<file path="src/rtl/edge_update_queue_pkg.sv">
// forex_pkg: shared edge type, register map and sequencer states for the edge update path.
package forex_pkg;
  localparam int PRED_W   = 4;
  localparam int WEIGHT_W = 31;
  typedef struct packed {
    logic [PRED_W:0]   src;
    logic [PRED_W:0]   dst;
    logic [WEIGHT_W:0] weight;
  } edge_t;
  localparam logic [2:0] ADDR_STAGE   = 3'd0;
  localparam logic [2:0] ADDR_PUSH    = 3'd1;
  localparam logic [2:0] ADDR_STATUS  = 3'd2;
  localparam logic [2:0] ADDR_CLR_OVF = 3'd3;
  typedef enum logic [1:0] {IDLE, PRESENT, WAIT_DONE} state_e;
endpackage

</file>
<file path="src/rtl/edge_update_queue_if.sv">
// edge_update_queue_if: Avalon-MM host slave plus the downstream edge/done handshake.
interface edge_update_queue_if #(
  parameter int PRED_WIDTH   = 4,
  parameter int WEIGHT_WIDTH = 31
);
  logic                    chipselect;
  logic                    write;
  logic                    read;
  logic [2:0]              address;
  logic [WEIGHT_WIDTH:0]   writedata;
  logic [31:0]             readdata;
  logic                    upd_valid;
  logic                    upd_ready;
  logic [PRED_WIDTH:0]     upd_src;
  logic [PRED_WIDTH:0]     upd_dst;
  logic [WEIGHT_WIDTH:0]   upd_weight;
  logic                    core_done;
  modport master (
    output chipselect, write, read, address, writedata, upd_ready, core_done,
    input  readdata, upd_valid, upd_src, upd_dst, upd_weight
  );
  modport slave (
    input  chipselect, write, read, address, writedata, upd_ready, core_done,
    output readdata, upd_valid, upd_src, upd_dst, upd_weight
  );
endinterface

</file>
<file path="src/rtl/edge_update_queue_fifo.sv">
// edge_fifo: synchronous FIFO of edge entries with occupancy count and full/empty flags.
module edge_fifo import forex_pkg::*; #(
  parameter type T          = edge_t,
  parameter int  DEPTH_LOG2 = 4
) (
  input  logic                clk,
  input  logic                reset_n,
  input  logic                i_push,
  input  logic                i_pop,
  input  T                    i_data,
  output logic                o_full,
  output logic                o_empty,
  output logic [DEPTH_LOG2:0] o_count,
  output T                    o_head
);
  localparam int DEPTH = 1 << DEPTH_LOG2;
  T                      r_mem [DEPTH];
  logic [DEPTH_LOG2-1:0] r_wr_ptr;
  logic [DEPTH_LOG2-1:0] r_rd_ptr;
  logic [DEPTH_LOG2:0]   r_count;
  logic                  w_push;
  logic                  w_pop;
  assign o_full  = r_count == (DEPTH_LOG2+1)'(DEPTH);
  assign o_empty = r_count == '0;
  assign o_count = r_count;
  assign w_push  = i_push && !o_full;
  assign w_pop   = i_pop && !o_empty;
  // Storage has no reset so it maps onto MLAB; the consumer registers the head.
  assign o_head  = r_mem[r_rd_ptr];
  always_ff @(posedge clk) begin
    if (w_push) r_mem[r_wr_ptr] <= i_data;
  end
  always_ff @(posedge clk or negedge reset_n) begin
    if (!reset_n) begin
      r_wr_ptr <= '0;
      r_rd_ptr <= '0;
      r_count  <= '0;
    end else begin
      if (w_push) r_wr_ptr <= r_wr_ptr + 1'b1;
      if (w_pop) r_rd_ptr <= r_rd_ptr + 1'b1;
      r_count <= r_count + (DEPTH_LOG2+1)'(w_push) - (DEPTH_LOG2+1)'(w_pop);
    end
  end
endmodule

</file>
<file path="src/rtl/edge_update_queue.sv">
// edge_update_queue: buffers host-written edges and releases one per core recomputation.
module edge_update_queue import forex_pkg::*; #(
  parameter int PRED_WIDTH   = PRED_W,
  parameter int WEIGHT_WIDTH = WEIGHT_W,
  parameter int DEPTH_LOG2   = 4
) (
  input logic                 clk,
  input logic                 reset_n,
  edge_update_queue_if.slave  bus
);
  typedef struct packed {
    logic [PRED_WIDTH:0]   src;
    logic [PRED_WIDTH:0]   dst;
    logic [WEIGHT_WIDTH:0] weight;
  } entry_t;
  logic [PRED_WIDTH:0] r_src;
  logic [PRED_WIDTH:0] r_dst;
  logic                r_ovf;
  state_e              r_state;
  entry_t              r_out;
  logic [31:0]         r_rdata;
  logic                w_wr;
  logic                w_rd;
  logic                w_push;
  logic                w_pop;
  logic                w_full;
  logic                w_empty;
  logic [DEPTH_LOG2:0] w_count;
  entry_t              w_head;
  entry_t              w_entry;
  logic [31:0]         w_status;
  state_e              w_next;
  assign w_wr     = bus.chipselect && bus.write;
  assign w_rd     = bus.chipselect && bus.read;
  assign w_push   = w_wr && bus.address == ADDR_PUSH;
  assign w_pop    = r_state == IDLE && !w_empty;
  assign w_entry  = '{src: r_src, dst: r_dst, weight: bus.writedata};
  assign w_status = {21'd0, r_state == WAIT_DONE, r_state == PRESENT, r_ovf, 8'(w_count)};
  // core_done outside WAIT_DONE falls through to the hold branch and is ignored.
  assign w_next   = (r_state == IDLE && !w_empty)           ? PRESENT   :
                    (r_state == PRESENT && bus.upd_ready)   ? WAIT_DONE :
                    (r_state == WAIT_DONE && bus.core_done) ? IDLE      : r_state;
  edge_fifo #(.T(entry_t), .DEPTH_LOG2(DEPTH_LOG2)) u_fifo (
    .clk     (clk),
    .reset_n (reset_n),
    .i_push  (w_push),
    .i_pop   (w_pop),
    .i_data  (w_entry),
    .o_full  (w_full),
    .o_empty (w_empty),
    .o_count (w_count),
    .o_head  (w_head)
  );
  always_ff @(posedge clk or negedge reset_n) begin
    if (!reset_n) begin
      r_src   <= '0;
      r_dst   <= '0;
      r_ovf   <= 1'b0;
      r_state <= IDLE;
      r_out   <= '0;
      r_rdata <= '0;
    end else begin
      if (w_wr && bus.address == ADDR_STAGE) begin
        r_src <= bus.writedata[2*PRED_WIDTH+1:PRED_WIDTH+1];
        r_dst <= bus.writedata[PRED_WIDTH:0];
      end
      if (w_wr && bus.address == ADDR_CLR_OVF) r_ovf <= 1'b0;
      else if (w_push && w_full) r_ovf <= 1'b1;
      if (w_rd) r_rdata <= bus.address == ADDR_STATUS ? w_status : '0;
      if (w_pop) r_out <= w_head;
      r_state <= w_next;
    end
  end
  assign bus.upd_valid  = r_state == PRESENT;
  assign bus.upd_src    = r_out.src;
  assign bus.upd_dst    = r_out.dst;
  assign bus.upd_weight = r_out.weight;
  assign bus.readdata   = r_rdata;
endmodule

</file>
<file path="src/flat_wrapper.sv">
// flat-port wrapper written by rule: the top's interface ports become plain ports
module edge_update_queue_flat import forex_pkg::*;
#(
  parameter int PRED_WIDTH   = PRED_W,
  parameter int WEIGHT_WIDTH = WEIGHT_W,
  parameter int DEPTH_LOG2   = 4
)
  (clk, reset_n, bus_chipselect, bus_write, bus_read, bus_address, bus_writedata, bus_upd_ready, bus_core_done, bus_readdata, bus_upd_valid, bus_upd_src, bus_upd_dst, bus_upd_weight);
  edge_update_queue_if #(.PRED_WIDTH(PRED_WIDTH), .WEIGHT_WIDTH(WEIGHT_WIDTH)) bus_i ();
  input logic clk;
  input logic reset_n;
  input wire logic [$bits(bus_i.chipselect)-1:0] bus_chipselect;
  input wire logic [$bits(bus_i.write)-1:0] bus_write;
  input wire logic [$bits(bus_i.read)-1:0] bus_read;
  input wire logic [$bits(bus_i.address)-1:0] bus_address;
  input wire logic [$bits(bus_i.writedata)-1:0] bus_writedata;
  input wire logic [$bits(bus_i.upd_ready)-1:0] bus_upd_ready;
  input wire logic [$bits(bus_i.core_done)-1:0] bus_core_done;
  output wire logic [$bits(bus_i.readdata)-1:0] bus_readdata;
  output wire logic [$bits(bus_i.upd_valid)-1:0] bus_upd_valid;
  output wire logic [$bits(bus_i.upd_src)-1:0] bus_upd_src;
  output wire logic [$bits(bus_i.upd_dst)-1:0] bus_upd_dst;
  output wire logic [$bits(bus_i.upd_weight)-1:0] bus_upd_weight;
  assign bus_i.chipselect = bus_chipselect;
  assign bus_i.write = bus_write;
  assign bus_i.read = bus_read;
  assign bus_i.address = bus_address;
  assign bus_i.writedata = bus_writedata;
  assign bus_i.upd_ready = bus_upd_ready;
  assign bus_i.core_done = bus_core_done;
  assign bus_readdata = bus_i.readdata;
  assign bus_upd_valid = bus_i.upd_valid;
  assign bus_upd_src = bus_i.upd_src;
  assign bus_upd_dst = bus_i.upd_dst;
  assign bus_upd_weight = bus_i.upd_weight;
  edge_update_queue #(.PRED_WIDTH(PRED_WIDTH), .WEIGHT_WIDTH(WEIGHT_WIDTH), .DEPTH_LOG2(DEPTH_LOG2)) u_core (.clk(clk), .reset_n(reset_n), .bus(bus_i));
endmodule
</file>
<file path="config.mk">
export PLATFORM = sky130hd
export DESIGN_NAME = edge_update_queue_flat
export DESIGN_NICKNAME = d
export VERILOG_FILES = /design/src/rtl/edge_update_queue_pkg.sv /design/src/rtl/edge_update_queue_if.sv /design/src/rtl/edge_update_queue_fifo.sv /design/src/rtl/edge_update_queue.sv /design/src/flat_wrapper.sv
export SDC_FILE = /design/constraint.sdc
export NUM_CORES = 1
export LEC_CHECK = 0
export CORE_MARGIN = 5
export CORE_UTILIZATION = 35
export CTS_CLUSTER_SIZE = 14
export DETAILED_ROUTE_END_ITERATION = 10
export MAX_ROUTING_LAYER = met4
export PLACE_DENSITY = 0.57
export SYNTH_ARGS = -nofsm -noshare
export SYNTH_HDL_FRONTEND = slang
export SYNTH_SLANG_ARGS = --single-unit
</file>
<file path="constraint.sdc">
create_clock -name clk -period 8.4 [get_ports clk]
set_input_delay 0.84 -clock clk [delete_from_list [all_inputs] [get_ports clk]]
set_output_delay 0.84 -clock clk [all_outputs]
set_load 0.005 [all_outputs]
</file>
==> qor.yml <==
status:
  outcome: "finished clean"
sta:
  fin_tns_setup_ns: 0
  setup_viol: 0
  final_max_slew_viol_count: 0
  tightest_slew_ns: 0.975
  period_needed_ns: 3.54
  clock_skew_ns: 0.0214
  slew_headroom: 0.350
  holdWs_ns: 0.141
  rsz0062_at_grt: "false"
  fmax_mhz: 282
  finalHoldViolCount: 0
  postLayoutSetupSlackWorst_ns: 4.86
  fin_crit_sh: 0.422
pwr:
  pwr-share-clk: 0.316
  power_frac_seq: 0.441
  irDropWorstVdd_uv: 175
  p_int_mw: 7.49
  p_switching_mw: 2.94
  p_sw_frac: 0.282
  total_power_mw: 10.4
  power.density_nw_per_um2: 315
  leakagePower_nw: 10.9
  pwr-share-comb: 0.243
clocking:
  clk_pin_slew_ns: 0.06
  ctsResizeCount: 0
  numCtsBuffers: 77
  cts_root_buffer: "clkbuf_16"
  clock_latency_ns: 0.61
  hold_buffers: 0
  cts_buffer_depth: 3
  postCtsSetupBuffers: 0
  clock_sinks: 748
  htree_levels: 3
  cts_tree: "done"
die:
  die_x_um: 295
  placeableCoreArea_um2: 80700
  fp.dieArea_um2: 87300
  ioPinCount: 117
  die_h_um: 295
  row_count: 104
  start_util: 0.353
worst_setup_path:
  cp.required_ns: 8.65
  critPathMaxStageDelay_ns: 0.66
  crit_chain: "clkdlybuf4s50_1 -> nand4b_1 -> nor3_4 -> inv_1 -> nor3b_1 -> and2_2 -> buf_4"
  critPathMaxFanout: 22
  cp-start-kind: "input port"
  cp.arrival_ns: 3.80
  cp_slowest_cell: "and2_2"
  endpoint_kind: "register"
  critical_path_class: "in2reg"
run:
  maxCapViolCount: 0
synth:
  synth-main-ff-cell: "edfxtp_1"
  syn_area_per_cell_um2: 22.2
  synth-edff-count: 672
  async_flop_share: 0.102
  yosysWarnings: 0
  yosys.cell_types.count: 42
  ys_seq_elements: 748
  ys_seq_area_frac: 0.774
  syn_inst: 1286
  synth_area_um2: 28500
grt:
  grt_max_degree: 91
  grt_pass1_wl_mm: 93.5
  grt-ovfl-total: 0
  antenna_found_initial: 0
  grt_pass1_vias: 14100
  grt_use_total: 0.148
route:
  post-route-drc-count: 0
  post_drt_wl_per_cell_um: 24.6
  met1_length_mm: 27.1
  drt-total-wl_mm: 62.5
  highest_layer: "met4"
  via_per_inst: 5.14
  ant_nets: 0
  dr_wl_met2_mm: 31.5
  vias: 13100
  dr_wl_met3_mm: 2.64
  drtPass1Iterations: 5
  first_iter_violations: 1052
cells_and_area:
  nets: 1470
  drive_above_1_share: 0.236
  syn_to_final_growth_pct: 16.1
  antenna_cells: 0
  mostFrequentLayoutCells: "672 x edfxtp_1, 169 x mux4_2, 91 x clkdlybuf4s50_1"
  layout_commonest_cell: "edfxtp_1"
  final_cell_count_no_fill: 2540
  n_fill_cell: 7044
  fin_util: 0.410
  fin_area_um2: 33100
placed_design:
  dp_cells: 2397
  hpwl_mm: 32.9
  place_ws_ns: 4.16
  port_buffers: 92
  dpl-instance-area_um2: 30700
  gp_congestion: 0.740
worst_hold_path:
  hold_path_class: "in2async"
-- path summary, 6_finish.rpt --
path | startpoint | endpoint | slack (ns) | cells past startpoint
max in group asynchronous | reset_n | u_core.u_fifo.r_rd_ptr[3]$_DFFE_PN0P_ | 6.91 | 2
worst min register to register | u_core.bus.upd_weight[25]$_DFFE_PN0P_ | u_core.bus.upd_weight[25]$_DFFE_PN0P_ | 0.48 | 1
min in group clk | u_core.bus.upd_weight[25]$_DFFE_PN0P_ | u_core.bus.upd_weight[25]$_DFFE_PN0P_ | 0.48 | 1
worst max register to register | u_core.u_fifo.o_count[2]$_DFF_PN0_ | u_core.u_fifo.r_mem[5][39]$_DFFE_PP_ | 4.92 | 8
worst max-delay path | bus_address[0] | u_core.u_fifo.r_mem[5][39]$_DFFE_PP_ | 4.86 | 7
worst min-delay path | reset_n | u_core.u_fifo.r_wr_ptr[1]$_DFFE_PN0P_ | 0.14 | 1
-- worst max-delay path: cells and delay by family --
family,cells,cell delay [ns]
buffers and inverters,3,1.33
AND/OR/NAND/NOR,4,1.55
-- final cells by class --
type | count | area (um^2) | area share
flip-flops and latches | 748 | 22100 | 0.667
inverters | 17 | 63.8 | 0.00193
repair buffers | 121 | 1150 | 0.0347
clock inverters | 44 | 340 | 0.0103
well taps | 1060 | 1330 | 0.0401
multi-input cells | 451 | 6020 | 0.182
clock buffers | 99 | 2110 | 0.0638
-- power groups by stage --
| stage | sequential (mW) | clock [mW] | combinational, mW |
|---|---|---|---|
| finish | 4.60 | 3.29 | 2.53 |
| detailed placement | 4.69 | 0 | 2.58 |
| floorplan | 4.48 | 0 | 1.89 |
| CTS | 4.61 | 3.39 | 2.59 |
| global route | 4.65 | 3.54 | 2.76 |
| global placement | 4.68 | 0 | 2.56 |
-- cells in the mapped netlist (all sizes together), types with 2 or more instances --
| master | count | share of area |
|---|---|---|
| a21o | 42 | 0.011 |
| nor3b | 2 | 0.00053 |
| nand4 | 2 | 0.00044 |
| a211oi | 41 | 0.011 |
| ha | 11 | 0.0048 |
| dfrtp | 76 | 0.067 |
| a21oi | 6 | 0.0011 |
| nor2 | 5 | 0.00066 |
| edfxtp | 672 | 0.71 |
| nor4 | 5 | 0.0013 |
| nand2 | 11 | 0.0014 |
| o22ai | 41 | 0.0090 |
| clkbuf | 25 | 0.0033 |
| nor4b | 2 | 0.00083 |
| inv | 17 | 0.0022 |
| mux2i | 41 | 0.014 |
| o21ai | 2 | 0.00035 |
| and2 | 8 | 0.0018 |
| xor2 | 2 | 0.00061 |
| a22o | 7 | 0.0022 |
| xnor2 | 8 | 0.0025 |
| mux4 | 169 | 0.13 |
| mux2 | 10 | 0.0039 |
| buf | 68 | 0.015 |
-- kinds of logic (layout without fill, tap and decap cells) --
| group | Yosys count | in the layout | synth area share |
|---|---|---|---|
| AO/OA/AOI/OAI | 141 | 141 | 0.0350 |
| AND/OR/NAND/NOR | 44 | 44 | 0.00965 |
| flip-flops | 748 | 748 | 0.774 |
| multiplexers | 220 | 220 | 0.152 |
| other | 1 | 24 | 0.000132 |
| buffers and inverters | 110 | 281 | 0.0204 |
| XOR/XNOR | 10 | 10 | 0.00307 |
| adder cells (fa/ha/maj) | 12 | 12 | 0.00553 |
-- routing by layer --
metal  track usage  vias to the layer above
met5             -                        -
met4        0.0396                        0
met3        0.0224                       81
met2         0.245                      316
met1         0.194                     7050
li1              -                     5604
-- state kept, by name, indices dropped and copies added, names as in the netlist --
register,flops
u_core.r_ovf,1
u_core.r_state,2
u_core.u_fifo.r_mem,672
u_core.u_fifo.r_rd_ptr,4
u_core.u_fifo.o_count,5
u_core.bus.upd_weight,32
u_core.r_dst,5
u_core.u_fifo.r_wr_ptr,4
u_core.r_src,5
u_core.bus.readdata,8
u_core.bus.upd_src,5
u_core.bus.upd_dst,5
(Power assumes the default switching activity.)
